--- src/rtl/hack_exec_ctrl_if.sv ---
// Bus bundle between the Hack execution controller and its environment:
// instruction handshake, ALU operand/result path and data-memory port.
interface hack_exec_ctrl_if #(
  parameter int unsigned PC_W   = 15,
  parameter int unsigned WORD_W = 16
);
  logic              instr_valid;
  logic              instr_ready;
  logic [WORD_W-1:0] instr;

  logic [WORD_W-1:0] alu_x;
  logic [WORD_W-1:0] alu_y;
  logic              alu_zx;
  logic              alu_nx;
  logic              alu_zy;
  logic              alu_ny;
  logic              alu_f;
  logic              alu_no;
  logic [WORD_W-1:0] alu_out;
  logic              alu_zr;
  logic              alu_ng;

  logic              m_rd_en;
  logic [PC_W-1:0]   m_addr;
  logic [WORD_W-1:0] m_rd_data;
  logic              m_wr_en;
  logic [WORD_W-1:0] m_wr_data;

  // Controller side
  modport slave (
    input  instr_valid, instr, alu_out, alu_zr, alu_ng, m_rd_data,
    output instr_ready, alu_x, alu_y, alu_zx, alu_nx, alu_zy, alu_ny,
           alu_f, alu_no, m_rd_en, m_addr, m_wr_en, m_wr_data
  );

  // Environment side (instruction source, ALU, data memory)
  modport master (
    output instr_valid, instr, alu_out, alu_zr, alu_ng, m_rd_data,
    input  instr_ready, alu_x, alu_y, alu_zx, alu_nx, alu_zy, alu_ny,
           alu_f, alu_no, m_rd_en, m_addr, m_wr_en, m_wr_data
  );
endinterface

--- src/rtl/hack_exec_ctrl.sv ---
// Hack CPU execution controller: accepts instructions, holds A/D/pc,
// fetches M, drives the external ALU and resolves writeback and jumps.
module hack_exec_ctrl #(
  parameter int unsigned PC_W   = 15,
  parameter int unsigned WORD_W = 16
) (
  input  logic              clock,
  input  logic              reset_n,
  hack_exec_ctrl_if.slave   bus,
  output logic [PC_W-1:0]   pc,
  output logic              jump,
  output logic [WORD_W-1:0] a_reg,
  output logic [WORD_W-1:0] d_reg
);

  typedef enum logic [1:0] {
    IDLE  = 2'd0,
    MREAD = 2'd1,
    EXEC  = 2'd2
  } state_e;

  state_e            state_q, state_d;
  logic [WORD_W-1:0] a_q, a_d;
  logic [WORD_W-1:0] d_q, d_d;
  logic [PC_W-1:0]   pc_q, pc_d;
  logic [12:0]       ir_q, ir_d;
  logic [WORD_W-1:0] m_q, m_d;
  logic [WORD_W-1:0] x_hold_q, x_hold_d;
  logic [WORD_W-1:0] y_hold_q, y_hold_d;
  logic [5:0]        ctl_hold_q, ctl_hold_d;

  logic              ready;
  logic              rd_en;
  logic              wr_en;
  logic [WORD_W-1:0] wr_data;
  logic              jump_o;
  logic [WORD_W-1:0] x_o;
  logic [WORD_W-1:0] y_o;
  logic [5:0]        ctl_o;

  logic              c_a;
  logic [5:0]        c_ctl;
  logic              c_da, c_dd, c_dm;
  logic [2:0]        c_j;
  logic              taken;

  assign c_a   = ir_q[12];
  assign c_ctl = ir_q[11:6];
  assign c_da  = ir_q[5];
  assign c_dd  = ir_q[4];
  assign c_dm  = ir_q[3];
  assign c_j   = ir_q[2:0];

  assign taken = (c_j[2] & bus.alu_ng) |
                 (c_j[1] & bus.alu_zr) |
                 (c_j[0] & ~bus.alu_ng & ~bus.alu_zr);

  always_comb begin
    state_d    = state_q;
    a_d        = a_q;
    d_d        = d_q;
    pc_d       = pc_q;
    ir_d       = ir_q;
    m_d        = m_q;
    ready      = 1'b0;
    rd_en      = 1'b0;
    wr_en      = 1'b0;
    wr_data    = '0;
    jump_o     = 1'b0;
    x_o        = x_hold_q;
    y_o        = y_hold_q;
    ctl_o      = ctl_hold_q;

    case (state_q)
      IDLE: begin
        ready = reset_n;
        if (bus.instr_valid && reset_n) begin
          ir_d = bus.instr[12:0];
          if (!bus.instr[15]) begin
            a_d              = '0;
            a_d[PC_W-1:0]    = bus.instr[PC_W-1:0];
            pc_d             = pc_q + PC_W'(1);
          end else begin
            state_d = bus.instr[12] ? MREAD : EXEC;
          end
        end
      end
      MREAD: begin
        rd_en   = 1'b1;
        m_d     = bus.m_rd_data;
        state_d = EXEC;
      end
      EXEC: begin
        x_o     = d_q;
        y_o     = c_a ? m_q : a_q;
        ctl_o   = c_ctl;
        wr_en   = c_dm;
        wr_data = c_dm ? bus.alu_out : '0;
        jump_o  = taken;
        // Jump target and write address both use A as it was before this edge.
        pc_d    = taken ? a_q[PC_W-1:0] : pc_q + PC_W'(1);
        if (c_da) a_d = bus.alu_out;
        if (c_dd) d_d = bus.alu_out;
        state_d = IDLE;
      end
      default: state_d = IDLE;
    endcase

    // Operands and controls persist at their EXEC values until the next EXEC.
    x_hold_d   = x_o;
    y_hold_d   = y_o;
    ctl_hold_d = ctl_o;
  end

  always_ff @(posedge clock or negedge reset_n) begin
    if (!reset_n) begin
      state_q    <= IDLE;
      a_q        <= '0;
      d_q        <= '0;
      pc_q       <= '0;
      ir_q       <= '0;
      m_q        <= '0;
      x_hold_q   <= '0;
      y_hold_q   <= '0;
      ctl_hold_q <= '0;
    end else begin
      state_q    <= state_d;
      a_q        <= a_d;
      d_q        <= d_d;
      pc_q       <= pc_d;
      ir_q       <= ir_d;
      m_q        <= m_d;
      x_hold_q   <= x_hold_d;
      y_hold_q   <= y_hold_d;
      ctl_hold_q <= ctl_hold_d;
    end
  end

  assign bus.instr_ready = ready;
  assign bus.alu_x       = x_o;
  assign bus.alu_y       = y_o;
  assign bus.alu_zx      = ctl_o[5];
  assign bus.alu_nx      = ctl_o[4];
  assign bus.alu_zy      = ctl_o[3];
  assign bus.alu_ny      = ctl_o[2];
  assign bus.alu_f       = ctl_o[1];
  assign bus.alu_no      = ctl_o[0];
  assign bus.m_rd_en     = rd_en;
  assign bus.m_addr      = a_q[PC_W-1:0];
  assign bus.m_wr_en     = wr_en;
  assign bus.m_wr_data   = wr_data;

  assign pc    = pc_q;
  assign jump  = jump_o;
  assign a_reg = a_q;
  assign d_reg = d_q;

endmodule

--- src/flat_wrapper.sv ---
// flat-port wrapper written by rule: the top's interface ports become plain ports
module hack_exec_ctrl_flat 
#(
  parameter int unsigned PC_W   = 15,
  parameter int unsigned WORD_W = 16
)
  (clock, reset_n, pc, jump, a_reg, d_reg, bus_instr_valid, bus_instr, bus_alu_out, bus_alu_zr, bus_alu_ng, bus_m_rd_data, bus_instr_ready, bus_alu_x, bus_alu_y, bus_alu_zx, bus_alu_nx, bus_alu_zy, bus_alu_ny, bus_alu_f, bus_alu_no, bus_m_rd_en, bus_m_addr, bus_m_wr_en, bus_m_wr_data);
  hack_exec_ctrl_if #(.PC_W(PC_W), .WORD_W(WORD_W)) bus_i ();
  input  logic clock;
  input  logic reset_n;
  output logic [PC_W-1:0] pc;
  output logic jump;
  output logic [WORD_W-1:0] a_reg;
  output logic [WORD_W-1:0] d_reg;
  input wire logic [$bits(bus_i.instr_valid)-1:0] bus_instr_valid;
  input wire logic [$bits(bus_i.instr)-1:0] bus_instr;
  input wire logic [$bits(bus_i.alu_out)-1:0] bus_alu_out;
  input wire logic [$bits(bus_i.alu_zr)-1:0] bus_alu_zr;
  input wire logic [$bits(bus_i.alu_ng)-1:0] bus_alu_ng;
  input wire logic [$bits(bus_i.m_rd_data)-1:0] bus_m_rd_data;
  output wire logic [$bits(bus_i.instr_ready)-1:0] bus_instr_ready;
  output wire logic [$bits(bus_i.alu_x)-1:0] bus_alu_x;
  output wire logic [$bits(bus_i.alu_y)-1:0] bus_alu_y;
  output wire logic [$bits(bus_i.alu_zx)-1:0] bus_alu_zx;
  output wire logic [$bits(bus_i.alu_nx)-1:0] bus_alu_nx;
  output wire logic [$bits(bus_i.alu_zy)-1:0] bus_alu_zy;
  output wire logic [$bits(bus_i.alu_ny)-1:0] bus_alu_ny;
  output wire logic [$bits(bus_i.alu_f)-1:0] bus_alu_f;
  output wire logic [$bits(bus_i.alu_no)-1:0] bus_alu_no;
  output wire logic [$bits(bus_i.m_rd_en)-1:0] bus_m_rd_en;
  output wire logic [$bits(bus_i.m_addr)-1:0] bus_m_addr;
  output wire logic [$bits(bus_i.m_wr_en)-1:0] bus_m_wr_en;
  output wire logic [$bits(bus_i.m_wr_data)-1:0] bus_m_wr_data;
  assign bus_i.instr_valid = bus_instr_valid;
  assign bus_i.instr = bus_instr;
  assign bus_i.alu_out = bus_alu_out;
  assign bus_i.alu_zr = bus_alu_zr;
  assign bus_i.alu_ng = bus_alu_ng;
  assign bus_i.m_rd_data = bus_m_rd_data;
  assign bus_instr_ready = bus_i.instr_ready;
  assign bus_alu_x = bus_i.alu_x;
  assign bus_alu_y = bus_i.alu_y;
  assign bus_alu_zx = bus_i.alu_zx;
  assign bus_alu_nx = bus_i.alu_nx;
  assign bus_alu_zy = bus_i.alu_zy;
  assign bus_alu_ny = bus_i.alu_ny;
  assign bus_alu_f = bus_i.alu_f;
  assign bus_alu_no = bus_i.alu_no;
  assign bus_m_rd_en = bus_i.m_rd_en;
  assign bus_m_addr = bus_i.m_addr;
  assign bus_m_wr_en = bus_i.m_wr_en;
  assign bus_m_wr_data = bus_i.m_wr_data;
  hack_exec_ctrl #(.PC_W(PC_W), .WORD_W(WORD_W)) u_core (.clock(clock), .reset_n(reset_n), .bus(bus_i), .pc(pc), .jump(jump), .a_reg(a_reg), .d_reg(d_reg));
endmodule
--- config.mk ---
export PLATFORM = sky130hd
export DESIGN_NAME = hack_exec_ctrl_flat
export DESIGN_NICKNAME = d
export VERILOG_FILES = /design/src/rtl/hack_exec_ctrl_if.sv /design/src/rtl/hack_exec_ctrl.sv /design/src/flat_wrapper.sv
export SDC_FILE = /design/constraint.sdc
export NUM_CORES = 1
export LEC_CHECK = 0
export BUFFER_PORTS_ARGS = -buffer_cell sky130_fd_sc_hd__clkbuf_2
export CAP_MARGIN = 20
export CORE_MARGIN = 8
export CORE_UTILIZATION = 30
export DETAILED_ROUTE_END_ITERATION = 8
export GPL_TIMING_DRIVEN = 0
export SYNTH_ARGS = -nofsm -noshare
export SYNTH_HDL_FRONTEND = slang
export SYNTH_SLANG_ARGS = --single-unit
--- constraint.sdc ---
create_clock -name clock -period 3.9 [get_ports clock]
set_input_delay 0.78 -clock clock [delete_from_list [all_inputs] [get_ports clock]]
set_output_delay 0.78 -clock clock [all_outputs]
set_load 0.1 [all_outputs]
==> summary.txt, run 1 <==
status: complete, no violations
Die Y: 148.1 um
PortBufs: 172
pin count of the biggest net entering global routing: 120
Synth Instances: 442
post-DP HPWL: 12690 um
Max-Cap Viols: 0
R2R Path Start: u_core.pc[0]
Critical Path Start: u_core.state_q[1]
ys flop type: dfrtp_1
setup TNS: 0 ns
DRC: 0
number of gates resized after cts: 0
Yosys Warn Count: 0
Antenna Nets Post-Route: 0
f_max: 297.5 MHz
R2R Setup Slk: 1.99 ns
GRT Util Overall: 15.55%
fin crit period: 3.361 ns
crit start category: flop
GR Overflow Total: 0
Post-Syn Nets: 496
R2R cell count: 7
slew margin rel.: 54.65%
Iter 0 DRT Violations: 278
postcts setup bufs: 0
final setup fails: 0
post-synthesis sequential area ratio: 55.42%
row cnt: 48
DR WL/cell: 19.11 um
design area: 7004 um2
Die Width: 148.1 um
final WL: 16660 um
Yosys reg bits: 116
vias per std cell: 4.807
Yosys top cell by area: dfrtp_1
number of iterations in the first detailed-routing pass: 5
Distinct cells, synth: 39
Syn Area/Cell: 11.85 um2
Post-CTS Hold Fix Bufs: 0
CTS root buffer: clkbuf_16
CP Data Required Time: 3.12 ns
Final Hold Viols: 0
reg2reg end: u_core.pc[14]
Slew Viols, Final: 0
Critical Path AT: 2.58 ns
Final period util: 86.18%
top cells by count, synth: 116 x dfrtp_1, 67 x mux2_2, 50 x a21oi_1
first-pass GRT wire length: 26200 um
CTS tree: yes
top-count cell post-synth: dfrtp_1
Tightest Pin Transition: 0.6757 ns
Nets: 688
Worst-path clk slew: 0.06 ns
Post-synth ARST share: 100.0%
Ant. Diodes: 0
Critical Path Fanout Max: 10
Clock Path Buffers: 2
EDFF count, synth: 0
Netlist Area Pre-Place: 5238 um2
vias post-DR: 4192
crit path capture type: primary output
layout cells sized above 1: 48.69%
die area: 21940 um2
placed instance area: 6416 um2
Hold Crit Class: input pin to async pin
GP Congestion: 0.7357
initial core utilization: 30.49%
clock insertion delay at the later pin of the skew report: 0.41 ns
Num Clock Sinks: 116
final setup skew: 0.006460 ns
Num CTS Buffers: 17
Placeable Area: 17180 um2
critical path class: flop to primary output
I/O pin count: 173
htree depth: 4
initial antenna violation count: 0
Area contributors post-synth: dfrtp_1 55%, mux2_2 14%, mux2i_1 6.1%, a21oi_1 4.8%, buf_4 2.7%
area share of the largest cell type after synthesis: 55.42%
Syn-to-layout area delta: 33.73%
number of global-route vias before repair: 4656
RSZ-0062 raised after global routing: false
cell families (layout without fill, tap and decap cells):
group                    after synthesis  in the layout  synth area share, %
flip-flops                           116            116                55.42
multiplexers                          99             99                20.52
AND/OR/NAND/NOR                       96             96                9.126
AO/OA/AOI/OAI                         83             83                8.959
buffers and inverters                 47            252                5.733
adder cells (fa/ha/maj)                1              1               0.2389
layer usage:
metal	track usage, %	vias to the layer above	wire length, um
met5	0	-	0
met1	19.66	2081	7360
li1	-	1945	-
met2	24.27	154	7779
met3	5.895	12	1326
met4	4.539	0	196
worst max-delay path: stages (launching register included):
cell      delay, ns
dfrtp_1        0.34
buf_6          0.14
nor2b_1        0.14
buf_4          0.16
buf_2          0.29
buf_2          0.30
nor2_1         0.06
a21oi_1        0.23
clkbuf_2       0.51
through the flow:
step	setup slack [ns]	hold slack, ns	util (%)	instances
finish	0.5391	0.3750	40.78	872
global route	0.3546	0.4871	40.78	872
CTS	0.5100	0.4709	40.78	872
floorplan	0.1577	0.4723	-	442
detailed placement	0.8940	0.4848	37.35	840
global placement	-0.7507	0.4793	37.14	839
cells in the final DEF, fill, tap and decap left out, drive strengths merged, types with 2 or more instances in the layout:
cell / n
a21oi: 51
a22oi: 2
a31oi: 2
and3: 20
buf: 37
clkbuf: 195
clkinv: 2
clkinvlp: 2
dfrtp: 116
inv: 15
mux2: 67
mux2i: 32
nand2: 18
nand2b: 2
nand3: 11
nor2: 36
nor3b: 2
o21ai: 17
o22ai: 3
o311ai: 3
final cells by class:
| class | instances | area, um2 |
|---|---|---|
| Timing Repair Buffer | 173 | 897.1 |
| Sequential cell | 116 | 2903 |
| Clock inverter | 15 | 162.7 |
| Inverter | 5 | 18.77 |
| Buffer | 42 | 281.5 |
| Clock buffer | 17 | 425.4 |
| Multi-Input combinational cell | 279 | 2034 |
| Tap cell | 225 | 281.5 |
| Fill cell | 1690 | 10170 |
worst max-delay path by stage:
stage	end	cells after the start
global route	bus_alu_y[10]	8
floorplan	bus_instr_ready	1
CTS	bus_alu_y[10]	8
finish	bus_alu_y[10]	8
global placement	u_core.pc[10]	8
detailed placement	bus_instr_ready	4
Power of run 1 is not shown: default switching activity piles up to over one toggle a cycle in this logic, so the estimate is an artifact.
==> run 2: changes to the inputs <==
--- a/config.mk
+++ b/config.mk
@@ -7,7 +7,8 @@
 export LEC_CHECK = 0
 export BUFFER_PORTS_ARGS = -buffer_cell sky130_fd_sc_hd__clkbuf_2
 export CAP_MARGIN = 20
-export CORE_MARGIN = 8
+export CORE_ASPECT_RATIO = 1.4
+export CORE_MARGIN = 2
 export CORE_UTILIZATION = 30
 export DETAILED_ROUTE_END_ITERATION = 8
 export GPL_TIMING_DRIVEN = 0
==> run 2 against run 1 <==
  * Register-to-register slack barely moved
  * Hold slack got worse by 0.091 ns
  * Design area grew 1.3%
  * First-iteration DRC count is 8.3% higher
  * Fmax down 1.7%
  * Final cell count increased by 1.1%
  * Clock skew barely moved
  * Clock-buffer cell count is 5 higher
  * Utilization up 0.34 points
  * Critical path type unchanged
==> summary.txt, run 2 (same netlist as run 1, synthesis figures left out) <==
status: complete, no violations
layout cells sized above 1: 48.61%
GP Congestion: 0.8003
CP Data Required Time: 3.12 ns
DRC: 0
Critical Path AT: 2.64 ns
Critical Path Fanout Max: 10
post-DP HPWL: 11900 um
GRT Util Overall: 17.85%
Syn-to-layout area delta: 35.50%
Ant. Diodes: 0
R2R Path Start: u_core.pc[0]
R2R Setup Slk: 2.00 ns
initial core utilization: 30.35%
Max-Cap Viols: 0
Nets: 688
first-pass GRT wire length: 24830 um
RSZ-0062 raised after global routing: false
R2R cell count: 7
Worst-path clk slew: 0.05 ns
reg2reg end: u_core.pc[14]
f_max: 292.4 MHz
htree depth: 4
critical path class: flop to primary output
Die Width: 115.7 um
die area: 18550 um2
Iter 0 DRT Violations: 301
Antenna Nets Post-Route: 0
# fillers: 1722
CTS root buffer: clkbuf_16
Num Clock Sinks: 116
crit path capture type: primary output
DR WL/cell: 18.00 um
Critical Path Start: u_core.state_q[1]
vias per std cell: 4.683
Num CTS Buffers: 17
Post-CTS Hold Fix Bufs: 0
crit start category: flop
Slew Viols, Final: 0
postcts setup bufs: 0
final cell count without fillers: 882
number of iterations in the first detailed-routing pass: 4
Tightest Pin Transition: 0.6673 ns
number of gates resized after cts: 0
commonest non-fill, non-tap cell in the layout: clkbuf_2
final setup skew: 0.006851 ns
row cnt: 57
Die Y: 160.3 um
initial antenna violation count: 0
I/O pin count: 173
vias post-DR: 4130
CTS tree: yes
Placeable Area: 17260 um2
fin crit period: 3.420 ns
Final period util: 87.69%
number of global-route vias before repair: 4360
PortBufs: 172
slew margin rel.: 55.21%
Placed Cells incl. Taps: 851
final WL: 15880 um
pin count of the biggest net entering global routing: 85
GR Overflow Total: 0
commonest non-fill, non-tap cells in the layout: 171 x clkbuf_2, 116 x dfrtp_1, 67 x mux2_2
clock insertion delay at the later pin of the skew report: 0.41 ns
Hold Crit Class: input pin to async pin
Clock Path Buffers: 2
Final Hold Viols: 0
final setup fails: 0
==> run 2: cell types whose count changed in the layout (fill, tap and decap cells not counted), sizes merged <==
cell,change
inv,-10
clkinv,+1
bufinv,+4
clkinvlp,-1
clkbuf,+5
==> run 2: layer usage <==
| metal | up-vias | track usage [%] | wire (um) |
|---|---|---|---|
| met4 | 0 | 5.303 | 242 |
| met5 | - | 0 | 0 |
| met3 | 17 | 5.057 | 882 |
| li1 | 1934 | - | - |
| met1 | 2034 | 21.12 | 6401 |
| met2 | 145 | 31.18 | 8349 |
==> run 2: layout make-up <==
class                   instances  area, um2  area share (%)
well taps                     236      295.3           4.161
flip-flops and latches        116       2903           40.90
clock buffers                  22      494.2           6.964
clock inverters                 9      172.7           2.433
multi-input cells             279       2034           28.67
plain buffers                  42      281.5           3.967
inverters                       5      18.77          0.2645
repair buffers                173      897.1           12.64
==> run 2: worst max path at each step <==
| stage | to |
|---|---|
| after floorplan | bus_instr_ready |
| after global routing | bus_alu_y[12] |
| after detailed placement | bus_instr_ready |
| after CTS | bus_alu_y[14] |
| after global placement | u_core.ir_q[12] |
| final | bus_alu_y[12] |
==> run 2: through the flow <==
step	TNS [ns]	setup WS, ns	hold slack, ns	util, %	cell area [um2]
6_report	0	0.4802	0.2843	41.12	7097
5_1_grt	0	0.3379	0.2830	41.12	7097
4_1_cts	0	0.4770	0.2736	41.12	7097
3_5_place_dp	0	0.7877	0.4848	37.26	6430
3_3_place_gp	-30.38	-0.8646	0.4801	37.05	6394
2_1_floorplan	0	0.1577	0.4723	-	5238
==> run 2: critical path: stages (launching register included) <==
cell      delay [ns]
dfrtp_1         0.33
buf_6           0.14
nor2b_1         0.13
buf_4           0.16
buf_2           0.30
buf_2           0.34
nor2_1          0.08
a21oi_1         0.23
clkbuf_2        0.51
Power of run 2 is left out for the same reason.
